==> src/rtl/isa_pkg.sv <==
// Shared instruction-format definitions for the imem loader: field widths,
// bit positions, opcode class boundaries and the loader FSM encoding.
package isa_pkg;
    localparam int OPW   = 3;
    localparam int REGW  = 5;
    localparam int ADDRW = 16;
    localparam int INSTW = 32;

    localparam int OP_LSB = 29;
    localparam int R0_LSB = 24;
    localparam int R1_LSB = 19;
    localparam int R2_LSB = 14;

    // Opcodes below OP_R1_MIN carry a full 16-bit addr; below OP_R2_MIN add r1.
    localparam logic [OPW-1:0] OP_R1_MIN = 3'd2;
    localparam logic [OPW-1:0] OP_R2_MIN = 3'd4;
    localparam logic [OPW-1:0] OP_NO_R1  = 3'd7;

    typedef struct packed {
        logic [OPW-1:0]   opcode;
        logic [REGW-1:0]  reg_addr_0;
        logic [REGW-1:0]  reg_addr_1;
        logic [REGW-1:0]  reg_addr_2;
        logic [ADDRW-1:0] addr;
    } inst_fields_t;

    typedef enum logic [1:0] {
        S_IDLE  = 2'd0,
        S_LOAD  = 2'd1,
        S_DRAIN = 2'd2,
        S_DONE  = 2'd3
    } load_state_e;
endpackage

==> src/rtl/inst_pack.sv <==
// Combinational field packer: decoded fields -> 32-bit instruction word,
// flagging an addr that does not fit the opcode's immediate field.
module inst_pack
    import isa_pkg::*;
(
    input  inst_fields_t     fields,
    output logic [INSTW-1:0] word,
    output logic             range_err
);
    always_comb begin
        word      = '0;
        range_err = 1'b0;
        word[OP_LSB +: OPW]  = fields.opcode;
        word[R0_LSB +: REGW] = fields.reg_addr_0;
        if (fields.opcode < OP_R1_MIN) begin
            word[ADDRW-1:0] = fields.addr;
        end else if (fields.opcode < OP_R2_MIN) begin
            word[R1_LSB +: REGW] = fields.reg_addr_1;
            word[14:0]           = fields.addr[14:0];
            range_err            = fields.addr[15];
        end else begin
            if (fields.opcode != OP_NO_R1)
                word[R1_LSB +: REGW] = fields.reg_addr_1;
            word[R2_LSB +: REGW] = fields.reg_addr_2;
            word[13:0]           = fields.addr[13:0];
            range_err            = |fields.addr[15:14];
        end
    end
endmodule

==> src/rtl/inst_encoder_loader.sv <==
// Streams decoded field tuples into imem as packed words starting at base_addr,
// with a one-stage write register, session FSM and sticky error capture.
module inst_encoder_loader
    import isa_pkg::*;
#(
    parameter int IMEM_AW    = 8,
    parameter int IMEM_DEPTH = 256
) (
    input  logic                 clk,
    input  logic                 rst,
    input  logic                 start,
    input  logic [IMEM_AW-1:0]   base_addr,
    input  logic                 in_valid,
    output logic                 in_ready,
    input  logic                 in_last,
    input  logic [OPW-1:0]       opcode,
    input  logic [REGW-1:0]      reg_addr_0,
    input  logic [REGW-1:0]      reg_addr_1,
    input  logic [REGW-1:0]      reg_addr_2,
    input  logic [ADDRW-1:0]     addr,
    output logic                 imem_we,
    output logic [IMEM_AW-1:0]   imem_waddr,
    output logic [INSTW-1:0]     imem_wdata,
    output logic                 busy,
    output logic                 done,
    output logic [IMEM_AW:0]     inst_count,
    output logic                 err_range,
    output logic                 err_ovf,
    output logic [IMEM_AW:0]     err_index
);
    // A full-size imem wraps its address; a partial one stops at IMEM_DEPTH.
    localparam bit                 WRAP    = (IMEM_DEPTH == (1 << IMEM_AW));
    localparam logic [IMEM_AW+1:0] DEPTH_W = (IMEM_AW+2)'(IMEM_DEPTH);

    load_state_e        state_q, state_d;
    logic [IMEM_AW-1:0] base_q;
    logic [IMEM_AW:0]   k_q;
    logic [IMEM_AW+1:0] widx;
    logic               accept, ovf_now, pack_rerr;
    logic [INSTW-1:0]   pack_word;
    inst_fields_t       fields;

    assign fields = '{opcode: opcode, reg_addr_0: reg_addr_0, reg_addr_1: reg_addr_1,
                      reg_addr_2: reg_addr_2, addr: addr};

    inst_pack u_pack (
        .fields    (fields),
        .word      (pack_word),
        .range_err (pack_rerr)
    );

    assign in_ready = (state_q == S_LOAD);
    assign busy     = (state_q != S_IDLE);
    assign done     = (state_q == S_DONE);
    assign accept   = in_valid && in_ready;
    assign widx     = {2'b00, base_q} + {1'b0, k_q};
    assign ovf_now  = !WRAP && (widx >= DEPTH_W);

    always_comb begin
        state_d = state_q;
        case (state_q)
            S_IDLE:  if (start) state_d = S_LOAD;
            S_LOAD:  if (accept && in_last) state_d = S_DRAIN;
            S_DRAIN: state_d = S_DONE;
            S_DONE:  state_d = S_IDLE;
            default: state_d = S_IDLE;
        endcase
    end

    always_ff @(posedge clk) begin
        if (rst) begin
            state_q    <= S_IDLE;
            base_q     <= '0;
            k_q        <= '0;
            imem_we    <= 1'b0;
            imem_waddr <= '0;
            imem_wdata <= '0;
            inst_count <= '0;
            err_range  <= 1'b0;
            err_ovf    <= 1'b0;
            err_index  <= '0;
        end else begin
            state_q <= state_d;
            imem_we <= 1'b0;
            if (start && state_q == S_IDLE) begin
                base_q     <= base_addr;
                k_q        <= '0;
                inst_count <= '0;
                err_range  <= 1'b0;
                err_ovf    <= 1'b0;
                err_index  <= '0;
            end
            if (accept) begin
                k_q <= k_q + 1'b1;
                if (!ovf_now) begin
                    imem_we    <= 1'b1;
                    imem_waddr <= widx[IMEM_AW-1:0];
                    imem_wdata <= pack_word;
                    inst_count <= inst_count + 1'b1;
                end
                if (pack_rerr) err_range <= 1'b1;
                if (ovf_now)   err_ovf   <= 1'b1;
                // Only the first offending tuple is recorded.
                if ((pack_rerr || ovf_now) && !err_range && !err_ovf)
                    err_index <= k_q;
            end
        end
    end
endmodule

==> config.mk <==
export PLATFORM = sky130hd
export DESIGN_NAME = inst_encoder_loader
export DESIGN_NICKNAME = d
export VERILOG_FILES = /design/src/rtl/isa_pkg.sv /design/src/rtl/inst_pack.sv /design/src/rtl/inst_encoder_loader.sv
export SDC_FILE = /design/constraint.sdc
export NUM_CORES = 1
export LEC_CHECK = 0
export CAP_MARGIN = 20
export CORE_MARGIN = 2
export CORE_UTILIZATION = 36
export CTS_CLUSTER_SIZE = 24
export DETAILED_ROUTE_END_ITERATION = 8
export PLACE_DENSITY_LB_ADDON = 0.1
export SKIP_LAST_GASP = 1
export SLEW_MARGIN = 40
export SYNTH_ARGS = -nofsm -noshare
export SYNTH_HDL_FRONTEND = slang
export SYNTH_SLANG_ARGS = --single-unit
==> constraint.sdc <==
create_clock -name clk -period 2.12 [get_ports clk]
set_input_delay 0.636 -clock clk [delete_from_list [all_inputs] [get_ports clk]]
set_output_delay 0.636 -clock clk [all_outputs]
set_load 0.02 [all_outputs]
==> Word-level counts from Yosys, hierarchy flattened <==
Cells that the tools add are included.
{ "classes": {"addsub": 3, "n_lt_le_gt_ge": 2, "eq_ne": 6, "muxes": 21, "n_reduce_logical": 10} }
{ "op_table": {"columns": ["op", "n"], "rows": [
  ["$mux 9", 6],
  ["$add 9x1->9 const B", 2],
  ["$mux 16", 1],
  ["$mux 15", 1],
  ["$mux 5", 2],
  ["$add 8x8->8", 1],
  ["$mux 8", 1],
  ["$pmux 2 s4", 1],
  ["$mux 1", 6],
  ["$eq 2x2->1 const B", 2],
  ["$logic_and 1x1->1", 4],
  ["$mux 2", 2],
  ["$mux 4", 1],
  ["$reduce_bool 2->1", 2],
  ["$lt 3x2->1 const B", 1],
  ["$lt 3x3->1 const B", 1],
  ["$ne 3x3->1 const B", 1],
  ["$eq 2x1->1 const B", 1],
  ["$logic_not 2->1", 1],
  ["$ne 2x1->1 const B", 1],
  ["$ne 2x2->1 const B", 1],
  ["$reduce_and 2->1", 1],
  ["$reduce_or 2->1", 1],
  ["$logic_not 1->1", 1]
]} }
{ "word_totals": {"register_bits": 79, "inputBits": 47} }

==> Longest topological paths before layout <==
{ "logic_depth": {"ltp_word": 6, "ltp_mapped": 8} }

==> By module <==
Synthesis repeated with hierarchy kept, for this count alone.
{ "unflattened": {"hier_cells": 448, "hier_area_um2": 3644.7} }
{ "modules_own_cells": {"columns": ["mod", "n_inst", "cells_each", "area_per_inst_um2", "seq_area_each_um2"], "rows": [
  ["inst_encoder_loader", 1, 409, 3375.7, 1581.5],
  ["inst_pack", 1, 39, 269.0, 0.0]
]} }

==> Worst setup path before layout <==
OpenSTA, ideal clock, no wires.
{ "synth_path": {"path_type": "flip-flop to flip-flop", "start": "register k_q[0]", "end": "register imem_waddr[6]", "setup_time_ns": 0.101, "arrival_time_ns": 1.714, "required_time_ns": 2.019, "path_slack_ns": 0.305, "stages_incl_launch_ff": 8, "path_buffers": 0, "synth_period_minus_slack_ns": 1.815, "path_cell_list": "dfxtp_1 ha_1 inv_1 fa_1 nor2b_1 o2111a_1 nor4_1 o41ai_1"} }
{ "synth_between": {"elab_chain_cells": 1} }
{ "synth_rtl": {"columns": ["item", "line_no", "rtl"], "rows": [
  ["start: declaration", "inst_encoder_loader.sv:37", "logic [IMEM_AW:0] k_q;"],
  ["start signal: assignment", "inst_encoder_loader.sv:94", "k_q <= k_q + 1'b1;"],
  ["$add 8x8->8", "inst_encoder_loader.sv:56", "assign widx = {2'b00, base_q} + {1'b0, k_q};"],
  ["end signal: assignment", "inst_encoder_loader.sv:97", "imem_waddr <= widx[IMEM_AW-1:0];"],
  ["end: declaration", "inst_encoder_loader.sv:22", "output logic [IMEM_AW-1:0] imem_waddr,"]
]} }
No other way between the ends.
A chain may end at the register's enable or synchronous reset.

==> Worst setup path in the final report <==
{ "layout_path": {"start": "register inst_count[2]", "end": "output port inst_count[2]"} }
{ "layout_lines": {"columns": ["item", "line_no", "rtl"], "rows": [
  ["start: declaration", "inst_encoder_loader.sv:26", "output logic [IMEM_AW:0] inst_count,"],
  ["start signal: assignment", "inst_encoder_loader.sv:99", "inst_count <= inst_count + 1'b1;"]
]} }
No word-level cell between the ends.

==> impl_metrics.toml <==
[floorplanning]
coreArea_sq_um = 9196
start_util_pct = 37.09
die_x_um = 101.3
rows = 35
dieArea_sq_um = 10270
ioPinCount = 111
die_h_um = 101.3

[synthesis]
muxShareOfSynthArea_pct = 0.9171
synth-main-ff-cell = "dfxtp_1"
ys_ff_latch = 79
yosysMostFrequentCell = "nand2_1"
syn_nets = 469
synthDistinctLibCells = 50
synth_top_family_by_area = "simple AND/OR/NAND/NOR gates"
synthDominantCellAreaShare_pct = 46.37
synth_xor_area_share_pct = 1.541
synth_edf_count = 0
synthArstFlopShare_pct = 0
yosysTopAreaCell = "dfxtp_1"
syn_inst = 407
synth.cell_area_sq_um = 3411
synthTopCellsByCount = "83 x nand2_1, 79 x dfxtp_1, 59 x a21oi_1"
synthTopCellsByArea = "dfxtp_1 46%, nand2_1 9.1%, a21oi_1 8.7%, ha_1 5.1%, nor2_1 3.1%"
synth_compound_area_share_pct = 18.16
syn_avg_cell_area_sq_um = 8.380
ys_warn_count = 0
yosys.area_share.simple_pct = 22.93
ys_seq_area_share_pct = 46.37
synthAdderAreaFrac_pct = 5.723

[sta]
whs_ns = 0.4536
slew_viol_final = 0
setup_viol = 0
fin_crit_sh_pct = 95.39
clock.fmax_ghz = 0.4945
min_period_ns = 2.022
skew_ns = 0.01018
hold_viol_final = 0
rsz0062_at_grt = "no"
fin_ws_ns = 0.09779

[clock_tree]
worstSkewPairLatency_ns = 0.34
cts_resized = 3
cts_tree = "done"
cts_buffer_depth = 2
cts_setup_buffers = 0
clkTransAtPathRegs_ns = 0.08
cts_root_buf = "clkbuf_8"
postCtsHoldBufs = 0
cts.sinks = 79
htreeDepth = 3
cts_made_buffers = 9

[worst_setup_path]
crit_arrival_ns = 1.39
critPathLaunchType = "register"
path_max_fanout = 6
crit_buf_inv = 1
end_kind = "output port"
r2r_cells = 7
cp_cell_sequence = "clkdlybuf4s50_1"
required_ns = 1.48
crit_slowest_cell = "clkdlybuf4s50_1"
cp_slowest_stage_delay_ns = 0.64
worst-path-stages = 1
path_class = "register to output port"
crit_family = "buffers and inverters"

[final_layout]
drive_gt1_share_pct = 10.89
area_growth_pct = 45.23
multi_input_area_sq_um = 1688
finish.net_count = 599
utilization_pct = 53.86
seq_area_sq_um = 1582
num_antenna_cells = 0
n_fill_cell = 889

[placement]
gp_congestion = 0.8277
io_buffers = 109
place_ws_ns = -0.07347
dp_hpwl_um = 6727

[routing]
via_per_inst = 4.985
drcViolationCount = 0
routed_wl_um = 9056
drt_iter0_markers = 119
avgRoutedWirePerCell_um = 13.87
vias = 3255
drtAntennaViolNets = 0
met2_length_um = 4323
highest_layer = "met4"
route.met3.wl_um = 421
dr.pass1.iters = 4
wl_met1_um = 4231

[hold_path]
holdCritPathClass = "register to register"
min_path_cells = 2

[power]
p_leak_nw = 1.906
p_per_area_nw_per_um2 = 867.7
irDropWorstVdd_mv = 0.4707

[global_routing]
grt_overflow = 0
grt_usage_pct = 17.74
grt_pass1_wl_um = 14590
grt_max_degree = 31
grt_pass1_vias = 3048
antenna_found_initial = 0

[run]
drv_cap = 0

[outcome]
status = "completed"
## where the power goes
part | total (W) | switching [W] | internal (W)
sequential | 0.00173 | 0.0000899 | 0.00164
combinational | 0.00160 | 0.000900 | 0.000702
clock | 0.000962 | 0.000540 | 0.000422
total | 0.00430 | 0.00153 | 0.00277
## area by class of cell
class,count,area share [%]
clock inverters,6,0.7578
clock buffers,10,2.576
well taps,111,2.804
flip-flops and latches,79,31.93
inverters,6,0.4547
repair buffers,143,27.41
multi-input cells,298,34.07
## layout by cell type, fill, tap and decap left out, types with 3 or more instances in the layout
master	count
nand3_1	20
nor2b_1	6
nand3b_1	3
clkinv_2	4
nand2_1	82
clkbuf_8	9
a211oi_1	5
buf_4	32
nor2_1	28
o21ai_0	11
a21oi_1	59
clkdlybuf4s50_1	104
nor3_1	7
ha_1	14
dfxtp_1	79
xor2_1	5
nand4_1	6
inv_1	6
a22oi_1	7
and3_1	3
## worst min-delay path, delay by kind of cell, from the launching register on
kind / cells / cell delay [ns]
and+or+nand+nor: 1 / 0.05
DFF: 1 / 0.31
AOI/OAI and AO/OA: 1 / 0.05
## cell families after synthesis
logic type	count (synthesis)
AOI/OAI and AO/OA	102
xor gates and xnor gates	6
adders and majority gates	15
buffers and inverters	30
DFF	79
muxes	3
other	1
and+or+nand+nor	171
## flip-flops by register name, indices dropped and copies added, names as in the netlist
| signal | flops |
|---|---|
| imem_wdata | 32 |
| inst_count | 9 |
| imem_waddr | 8 |
| err_range | 1 |
| imem_we | 1 |
| k_q | 9 |
| base_q | 8 |
| err_index | 9 |
| state_q | 2 |
## final timing paths
kind	from	end	slack, ns
setup / recovery	inst_count[2]	inst_count[2]	0.1
hold / removal	imem_wdata[11]	imem_wdata[11]	0.45
setup reg to reg	base_q[0]	imem_waddr[6]	0.25
hold reg to reg	imem_wdata[11]	imem_wdata[11]	0.45
## metrics by stage
| step | std cells | power [W] | instance area (sq um) | setup TNS, ns |
|---|---|---|---|---|
| final | 653 | 0.004298 | 4954 | 0 |
| after global routing | 653 | 0.004593 | 4954 | 0 |
| after CTS | 653 | 0.004369 | 4959 | -0.008687 |
| after detailed placement | 637 | 0.003416 | 4797 | -0.8829 |
| after global placement | 637 | 0.003395 | 4797 | -0.3014 |
| after floorplan | 407 | 0.002673 | 3411 | 0 |
## layer usage
layer	up-vias	global-route usage, %
met5	-	0
met4	0	5.925
met3	8	3.451
met2	70	29.19
met1	1496	23.41
li1	1681	-
Note: power is estimated with default switching activity, not from simulation.
